File: config.mk
export PLATFORM = sky130hd
export DESIGN_NAME = chromosome_serial_loader
export DESIGN_NICKNAME = d
export VERILOG_FILES = /design/src/rtl/chromosome_serial_loader.sv
export SDC_FILE = /design/constraint.sdc
export NUM_CORES = 1
export LEC_CHECK = 0
export ABC_CLOCK_PERIOD_IN_PS = 2760
export BUFFER_PORTS_ARGS = -buffer_cell sky130_fd_sc_hd__buf_2
export CELL_PAD_IN_SITES_DETAIL_PLACEMENT = 0
export CELL_PAD_IN_SITES_GLOBAL_PLACEMENT = 1
export CORE_MARGIN = 5
export CORE_UTILIZATION = 43
export CTS_CLUSTER_SIZE = 30
export DETAILED_ROUTE_END_ITERATION = 8
export GPL_TIMING_DRIVEN = 0
export HOLD_SLACK_MARGIN = 0.05
export PLACE_DENSITY = 0.89
export SKIP_LAST_GASP = 1
export SYNTH_ARGS = -nofsm -noshare
export SYNTH_HDL_FRONTEND = slang
export SYNTH_SLANG_ARGS = --single-unit
File: constraint.sdc
create_clock -name clk -period 2.76 [get_ports clk]
set_input_delay 0 -clock clk [delete_from_list [all_inputs] [get_ports clk]]
set_output_delay 0 -clock clk [all_outputs]
set_load 0.02 [all_outputs]
File: src/rtl/chromosome_serial_loader.sv
// Serial chromosome loader: shifts a parity-protected frame in LSB first and
// commits it to the parallel chromosome output only after the parity bit checks out.
module chromosome_serial_loader #(
  parameter int BITS_MAT    = 32,
  parameter int BITS_ELEM   = 2,
  parameter int OUT         = 1,
  parameter int TIMEOUT_CYC = 1024,
  parameter logic [BITS_MAT+BITS_ELEM*OUT-1:0] CHROM_RESET = '0
) (
  input  logic                                clk,
  input  logic                                rst,
  input  logic                                ser_start,
  input  logic                                ser_valid,
  input  logic                                ser_data,
  output logic [BITS_MAT+BITS_ELEM*OUT-1:0]   cromossomo,
  output logic                                chrom_valid,
  output logic                                load_done,
  output logic                                load_err,
  output logic                                busy,
  output logic [7:0]                          frame_cnt
);

  localparam int CHROM_BITS = BITS_MAT + BITS_ELEM * OUT;
  localparam int CW = $clog2(CHROM_BITS + 1);
  localparam int TW = $clog2(TIMEOUT_CYC + 1);

  typedef enum logic [1:0] {
    IDLE   = 2'd0,
    SHIFT  = 2'd1,
    PARITY = 2'd2
  } state_t;

  state_t                  state_q, state_d;
  logic [CW-1:0]           cnt_q, cnt_d;
  logic [TW-1:0]           tmo_q, tmo_d;
  logic [CHROM_BITS-1:0]   shadow_q, shadow_d;
  logic                    par_q, par_d;
  logic [CHROM_BITS-1:0]   chrom_q;
  logic                    chrom_valid_q;
  logic                    load_done_q;
  logic                    load_err_q;
  logic                    busy_q;
  logic [7:0]              frame_cnt_q;
  logic                    commit_s;
  logic                    err_s;

  // Even parity holds when the running XOR of the data bits cancels the parity bit.
  function automatic logic parity_ok(input logic acc, input logic pbit);
    return (acc ^ pbit) == 1'b0;
  endfunction

  // Next-state logic: start has priority over data, data over timeout.
  always_comb begin
    state_d  = state_q;
    cnt_d    = cnt_q;
    tmo_d    = tmo_q;
    shadow_d = shadow_q;
    par_d    = par_q;
    commit_s = 1'b0;
    err_s    = 1'b0;
    case (state_q)
      IDLE: begin
        if (ser_start) begin
          state_d  = SHIFT;
          cnt_d    = '0;
          tmo_d    = '0;
          par_d    = 1'b0;
          shadow_d = '0;
        end else begin
          state_d = IDLE;
        end
      end
      SHIFT, PARITY: begin
        if (ser_start) begin
          err_s    = 1'b1;
          state_d  = SHIFT;
          cnt_d    = '0;
          tmo_d    = '0;
          par_d    = 1'b0;
          shadow_d = '0;
        end else if (ser_valid) begin
          tmo_d = '0;
          if (state_q == SHIFT) begin
            shadow_d[cnt_q] = ser_data;
            par_d           = par_q ^ ser_data;
            cnt_d           = cnt_q + CW'(1);
            if (cnt_q == CW'(CHROM_BITS - 1)) begin
              state_d = PARITY;
            end else begin
              state_d = SHIFT;
            end
          end else begin
            if (parity_ok(par_q, ser_data)) begin
              commit_s = 1'b1;
            end else begin
              err_s = 1'b1;
            end
            state_d = IDLE;
          end
        end else if (tmo_q == TW'(TIMEOUT_CYC - 1)) begin
          err_s   = 1'b1;
          state_d = IDLE;
        end else begin
          tmo_d = tmo_q + TW'(1);
        end
      end
      default: begin
        state_d = IDLE;
      end
    endcase
  end

  // State, shadow and registered outputs; the shadow only reaches cromossomo on commit.
  always_ff @(posedge clk) begin
    if (rst) begin
      state_q       <= IDLE;
      cnt_q         <= '0;
      tmo_q         <= '0;
      shadow_q      <= '0;
      par_q         <= 1'b0;
      chrom_q       <= CHROM_RESET;
      chrom_valid_q <= 1'b0;
      load_done_q   <= 1'b0;
      load_err_q    <= 1'b0;
      busy_q        <= 1'b0;
      frame_cnt_q   <= 8'd0;
    end else begin
      state_q     <= state_d;
      cnt_q       <= cnt_d;
      tmo_q       <= tmo_d;
      shadow_q    <= shadow_d;
      par_q       <= par_d;
      load_done_q <= commit_s;
      load_err_q  <= err_s;
      busy_q      <= (state_d != IDLE);
      if (commit_s) begin
        chrom_q       <= shadow_q;
        chrom_valid_q <= 1'b1;
        frame_cnt_q   <= frame_cnt_q + 8'd1;
      end else begin
        chrom_q       <= chrom_q;
        chrom_valid_q <= chrom_valid_q;
        frame_cnt_q   <= frame_cnt_q;
      end
    end
  end

  assign cromossomo  = chrom_q;
  assign chrom_valid = chrom_valid_q;
  assign load_done   = load_done_q;
  assign load_err    = load_err_q;
  assign busy        = busy_q;
  assign frame_cnt   = frame_cnt_q;

endmodule

# Yosys cells after proc, flatten, opt, wreduce, memory -nomap -nowiden

Index checks and enable logic that the tools add are counted.

$add $sub $neg: 3
$lt $le $gt $ge: 2
Equal/unequal tests: 8
Multiplexer cells: 40
Bitwise logic cells: 2
Reduce and logical (&&, ||, !) cells: 8

Operators with widths:

| cell                  | number |
|---|---|
| $mux 34               | 4 |
| $pmux 34 s2           | 1 |
| $mux 11               | 4 |
| $bwmux 34             | 1 |
| $mux 6                | 4 |
| $pmux 11 s2           | 1 |
| $mux 1                | 16 |
| $pmux 6 s2            | 1 |
| $add 11x1->11 const B | 1 |
| $eq 11x10->1 const B  | 1 |
| $mux 2                | 5 |
| $add 8x1->8 const B   | 1 |
| $lt 6x7->1 const B    | 1 |
| $add 6x1->6 const B   | 1 |
| $demux 1 s6           | 1 |
| $eq 6x6->1 const B    | 1 |
| $ge 6x1->1 const B    | 1 |
| $ne 3x3->1 const B    | 2 |
| $ne 4x4->1 const B    | 1 |
| $pmux 2 s2            | 1 |
| $reduce_and 4->1      | 1 |
| $reduce_bool 2->1     | 2 |
| $reduce_or 2->1       | 2 |
| $reduce_and 3->1      | 1 |
| 8 further kinds       | 8 |

Register bits after elaboration: 100
Input port bits: 5
Output and inout port bits: 46
Word-level logic and storage cells: 74

# Longest topological paths before layout

Depth after elaboration: 9
Mapped depth: 9
Depth with buffers taken out: 6

# Worst setup path after synthesis

Ideal clock, no wire load.

Path type: register to register
Start: register state_q[0]
End: register shadow_q[16]
Setup time: 69 ps
Arrival: 1929 ps
Data required time: 2691 ps
Slack: 762 ps
Stages on the path, launching flop included: 8
Path buffers: 1
Clock period less this slack: 1998 ps
Path through: dfxtp_1 > inv_1 > ha_1 > or4b_4 > nor4b_4 > nand2_2 > buf_6 > o21ai_1

Cells in the longest elaborated chain, start to end: 4
Elaborated cells between the ends (all ways): 10

Ends and longest elaborated chain:

| item                                                             | line   | RTL |
|---|---|---|
| start: declaration                                               | 33     | `state_t state_q, state_d;` |
| start signal: assignment                                         | 128    | `state_q <= state_d;` |
| $eq 2x1->1 / $eq 2x2->1 (equally long branches)                  | 61, 83 |  |
| $reduce_or 2->1                                                  | 61     | `case (state_q)` |
| $ne 3x3->1 (no line) / $reduce_bool 2->1 (equally long branches) | n/a    |  |
| $reduce_and 4->1 (no line)                                       | n/a    |  |
| end signal: assignment                                           | 131    | `shadow_q <= shadow_d;` |
| end: declaration                                                 | 36     | `logic [CHROM_BITS-1:0] shadow_q, shadow_d;` |

Several ways; a longest one is shown, not always the timed one.
A chain may end at the register's enable or synchronous reset.

# Worst setup path after layout

Start: register state_q[0]
End: register shadow_q[26]

Same word-level chain as after synthesis.

==> flow_metrics.py <==
metrics = {
    "detailed_routing": {
        "wirelength_mm": 11.62,
        "drc": 0,
        "ant_nets": 0,
        "post_drt_wl_per_cell_um": 14.95,
        "vias": 4213,
        "dr.pass1.iters": 5,
        "viasPerCell": 5.422,
        "drt_iter0_markers": 182,
    },
    "power": {
        "ir_drop_mv": 0.2188,
        "power_frac_clock_pct": 39.9,
        "pwr-share-comb_pct": 5.5,
        "p_int_uw": 2049,
        "power_switching_uw": 607.5,
        "power.share.switching_pct": 22.87,
        "p_leak_uw": 0.001842,
        "p_seq_share_pct": 54.6,
        "p_per_area_nw_per_um2": 507.7,
    },
    "logic_synthesis": {
        "synth_top_area_share_pct": 43.86,
        "yosysWarnings": 0,
        "synth_cells": 574,
        "synth.ff_latch_count": 100,
        "synth.net_count": 586,
        "syn_avg_cell_area_sq_um": 7.952,
        "synth_top_area_cell": "dfxtp_1",
        "ys_top_cells_by_area": "dfxtp_1, nand2_1, a21oi_1, o21ai_0, nor2b_1",
        "syn_area_sq_um": 4564,
        "synth.distinct_cells": 50,
        "yosysSeqAreaShare_pct": 43.86,
    },
    "clocking": {
        "path_clk_slew_ns": 0.09,
        "cts_sinks": 100,
        "insertion_delay_ns": 0.37,
        "cts_tree": "built",
        "clockBufferDepth": 2,
        "numCtsBuffers": 9,
        "root_buffer": "clkbuf_8",
        "cts_max_level": 3,
    },
    "grt": {
        "grt_pass1_wl_mm": 19.55,
        "grt_max_degree": 17,
        "overflow": 0,
        "grt_pass1_vias": 4117,
        "groute.usage.overall_pct": 18.71,
        "antenna_found_initial": 0,
    },
    "worst_setup_path": {
        "start_kind": "flip-flop",
        "cpLargestDelayFamily": "compound AO/OA/AOI/OAI gates",
        "crit_slowest_cell": "o211ai_1",
        "crit_chain": "inv_1 -> ha_1 -> nand2b_1 -> o211ai_1 -> clkbuf_1 -> a21oi_1 -> o32ai_1",
        "critPathBufInv": 2,
        "cp.required_ns": 3.03,
        "critPathCaptureType": "flip-flop",
        "critical_path.max_stage_delay_ns": 0.60,
        "critPathKind": "reg -> reg",
        "cp_max_fo": 10,
        "cp.arrival_ns": 2.75,
    },
    "floorplan": {
        "die_w_um": 113.0,
        "fp.dieH_um": 113.0,
        "io_pins": 51,
        "core.rowCount": 37,
        "start_util_pct": 44.21,
        "die_area_sq_um": 12780,
        "core-area_sq_um": 10320,
    },
    "cells_and_area": {
        "post-route-util_pct": 50.68,
        "design_area_sq_um": 5233,
        "layout_common_cells": "dfxtp_1, nand2_1, a21oi_1",
        "syn_to_final_growth_pct": 14.64,
        "fin_nets": 648,
        "final_common_cell": "dfxtp_1",
        "num_antenna_cells": 0,
        "final_layout_size_suffix_gt1_share_pct": 13.42,
        "finalNonFillerCells": 777,
    },
    "placement": {
        "placed_area_sq_um": 4985,
        "gp_congestion": 0.9347,
        "place_hpwl_mm": 8.347,
        "dp.cells": 760,
        "io_buffers": 50,
    },
    "timing": {
        "max_slew_margin_pct": 40.48,
        "clock_skew_ns": 0.008302,
        "min_period_ns": 2.475,
        "tns_ns": 0,
        "finalSetupViolations": 0,
        "rsz0062_at_grt": "false",
        "hold_viol_final": 0,
        "final_max_slew_viol_count": 0,
        "max_freq_ghz": 0.4041,
        "fin_hold_ws_ns": 0.1121,
        "finalCritPeriodShare_pct": 89.67,
        "worstMarginPinSlew_ns": 0.8804,
    },
    "status": {
        "outcome": "complete, no violations",
    },
    "worst_hold_path": {
        "hold_class": "in -> reg",
    },
    "flow_run": {
        "drv_cap": 0,
    },
}
synth_stat cells (all sizes together):
master and n:
o31ai 6, clkbuf 35, o21bai 2, xnor2 9, nand2 96, nor4 7, mux2i 1, nand4bb 1
nand2b 2, inv 16, nor2b 35, and4 3, nand4 10, o41ai 1, or4 4, o21ai 62
and3b 1, xor2 1, nor2 18, and4bb 1, a41oi 1, dfxtp 100, a22oi 1, a31oi 18
nor3b 1, nor4b 3, and2 2, nand3 17, a21o 1, nand3b 4, or2 1, o32ai 6
ha 7, a21oi 68, o211ai 1, nor3 10, a221oi 1, or3 6, or4b 2, a211o 1
and4b 1, or3b 1, buf 10
final timing paths:
check | from | endpoint | slack, ns | cells past startpoint
worst min register to register | shadow_q[11] | cromossomo[11] | 0.45 | 2
worst max register to register | state_q[0] | shadow_q[26] | 0.29 | 7
worst min-delay path | ser_valid | state_q[1] | 0.11 | 4
worst max-delay path | state_q[0] | shadow_q[26] | 0.29 | 7
tightest hold or removal path: stages:
cell and delay [ns]:
buf_2 0.08, and2_1 0.15, nand4_1 0.13, o31ai_1 0.08
layout make-up:
cell class / count / area (sq um)
clock buffers: 11 / 151.4
fillers: 1031 / 5091
well taps: 136 / 170.2
multi-input cells: 413 / 2308
plain buffers: 45 / 198.9
clock inverters: 5 / 81.33
inverters: 16 / 60.06
repair buffers: 51 / 260.3
flip-flops and latches: 100 / 2002
routing by layer:
metal	routed length (um)	global-route usage [%]	up-vias
met3	453	3.102	25
met2	5271	29.50	95
met5	0	0	-
met4	338	9.054	0
met1	5554	24.91	1953
li1	-	-	2140
stage by stage:
stage / setup WS, ns / total power, uW
floorplan: 0.7617 / 1582
finish: 0.2852 / 2657
global placement: 0.4018 / 1625
global route: 0.02848 / 2764
detailed placement: 0.2906 / 1629
CTS: 0.2847 / 2691
cells by family (layout without fill, tap and decap cells):
kind of cell,after synthesis,after routing,synth area share (%)
multiplexers,1,1,0.2193
AND/OR/NAND/NOR,226,226,25.96
flip-flops,100,100,43.86
adder cells (fa/ha/maj),7,7,1.919
XOR/XNOR,10,10,1.919
buffers and inverters,61,128,5.674
AO/OA/AOI/OAI,169,169,20.45
sequential cells by signal (all words and copies together) (netlist names), 2 cells and up:
name        count
state_q         2
shadow_q       34
frame_cnt       8
cnt_q           6
tmo_q          11
cromossomo     34
power groups by stage:
stage / combinational, uW / sequential [uW] / clock, uW
after floorplan: 96.0 / 1490 / 0
after global placement: 142 / 1480 / 0
after detailed placement: 145 / 1480 / 0
after CTS: 146 / 1450 / 1090
after global routing: 163 / 1450 / 1150
final: 147 / 1450 / 1060
what timing repair did:
action                                  in CTS  in global routing
resized for setup                            0                  1
endpoints found under the setup margin       0                  4
buffers inserted                             0                  0
endpoints found under the hold margin        1                  0
hold buffers                                 1                  0
(Power assumes the default switching activity.)
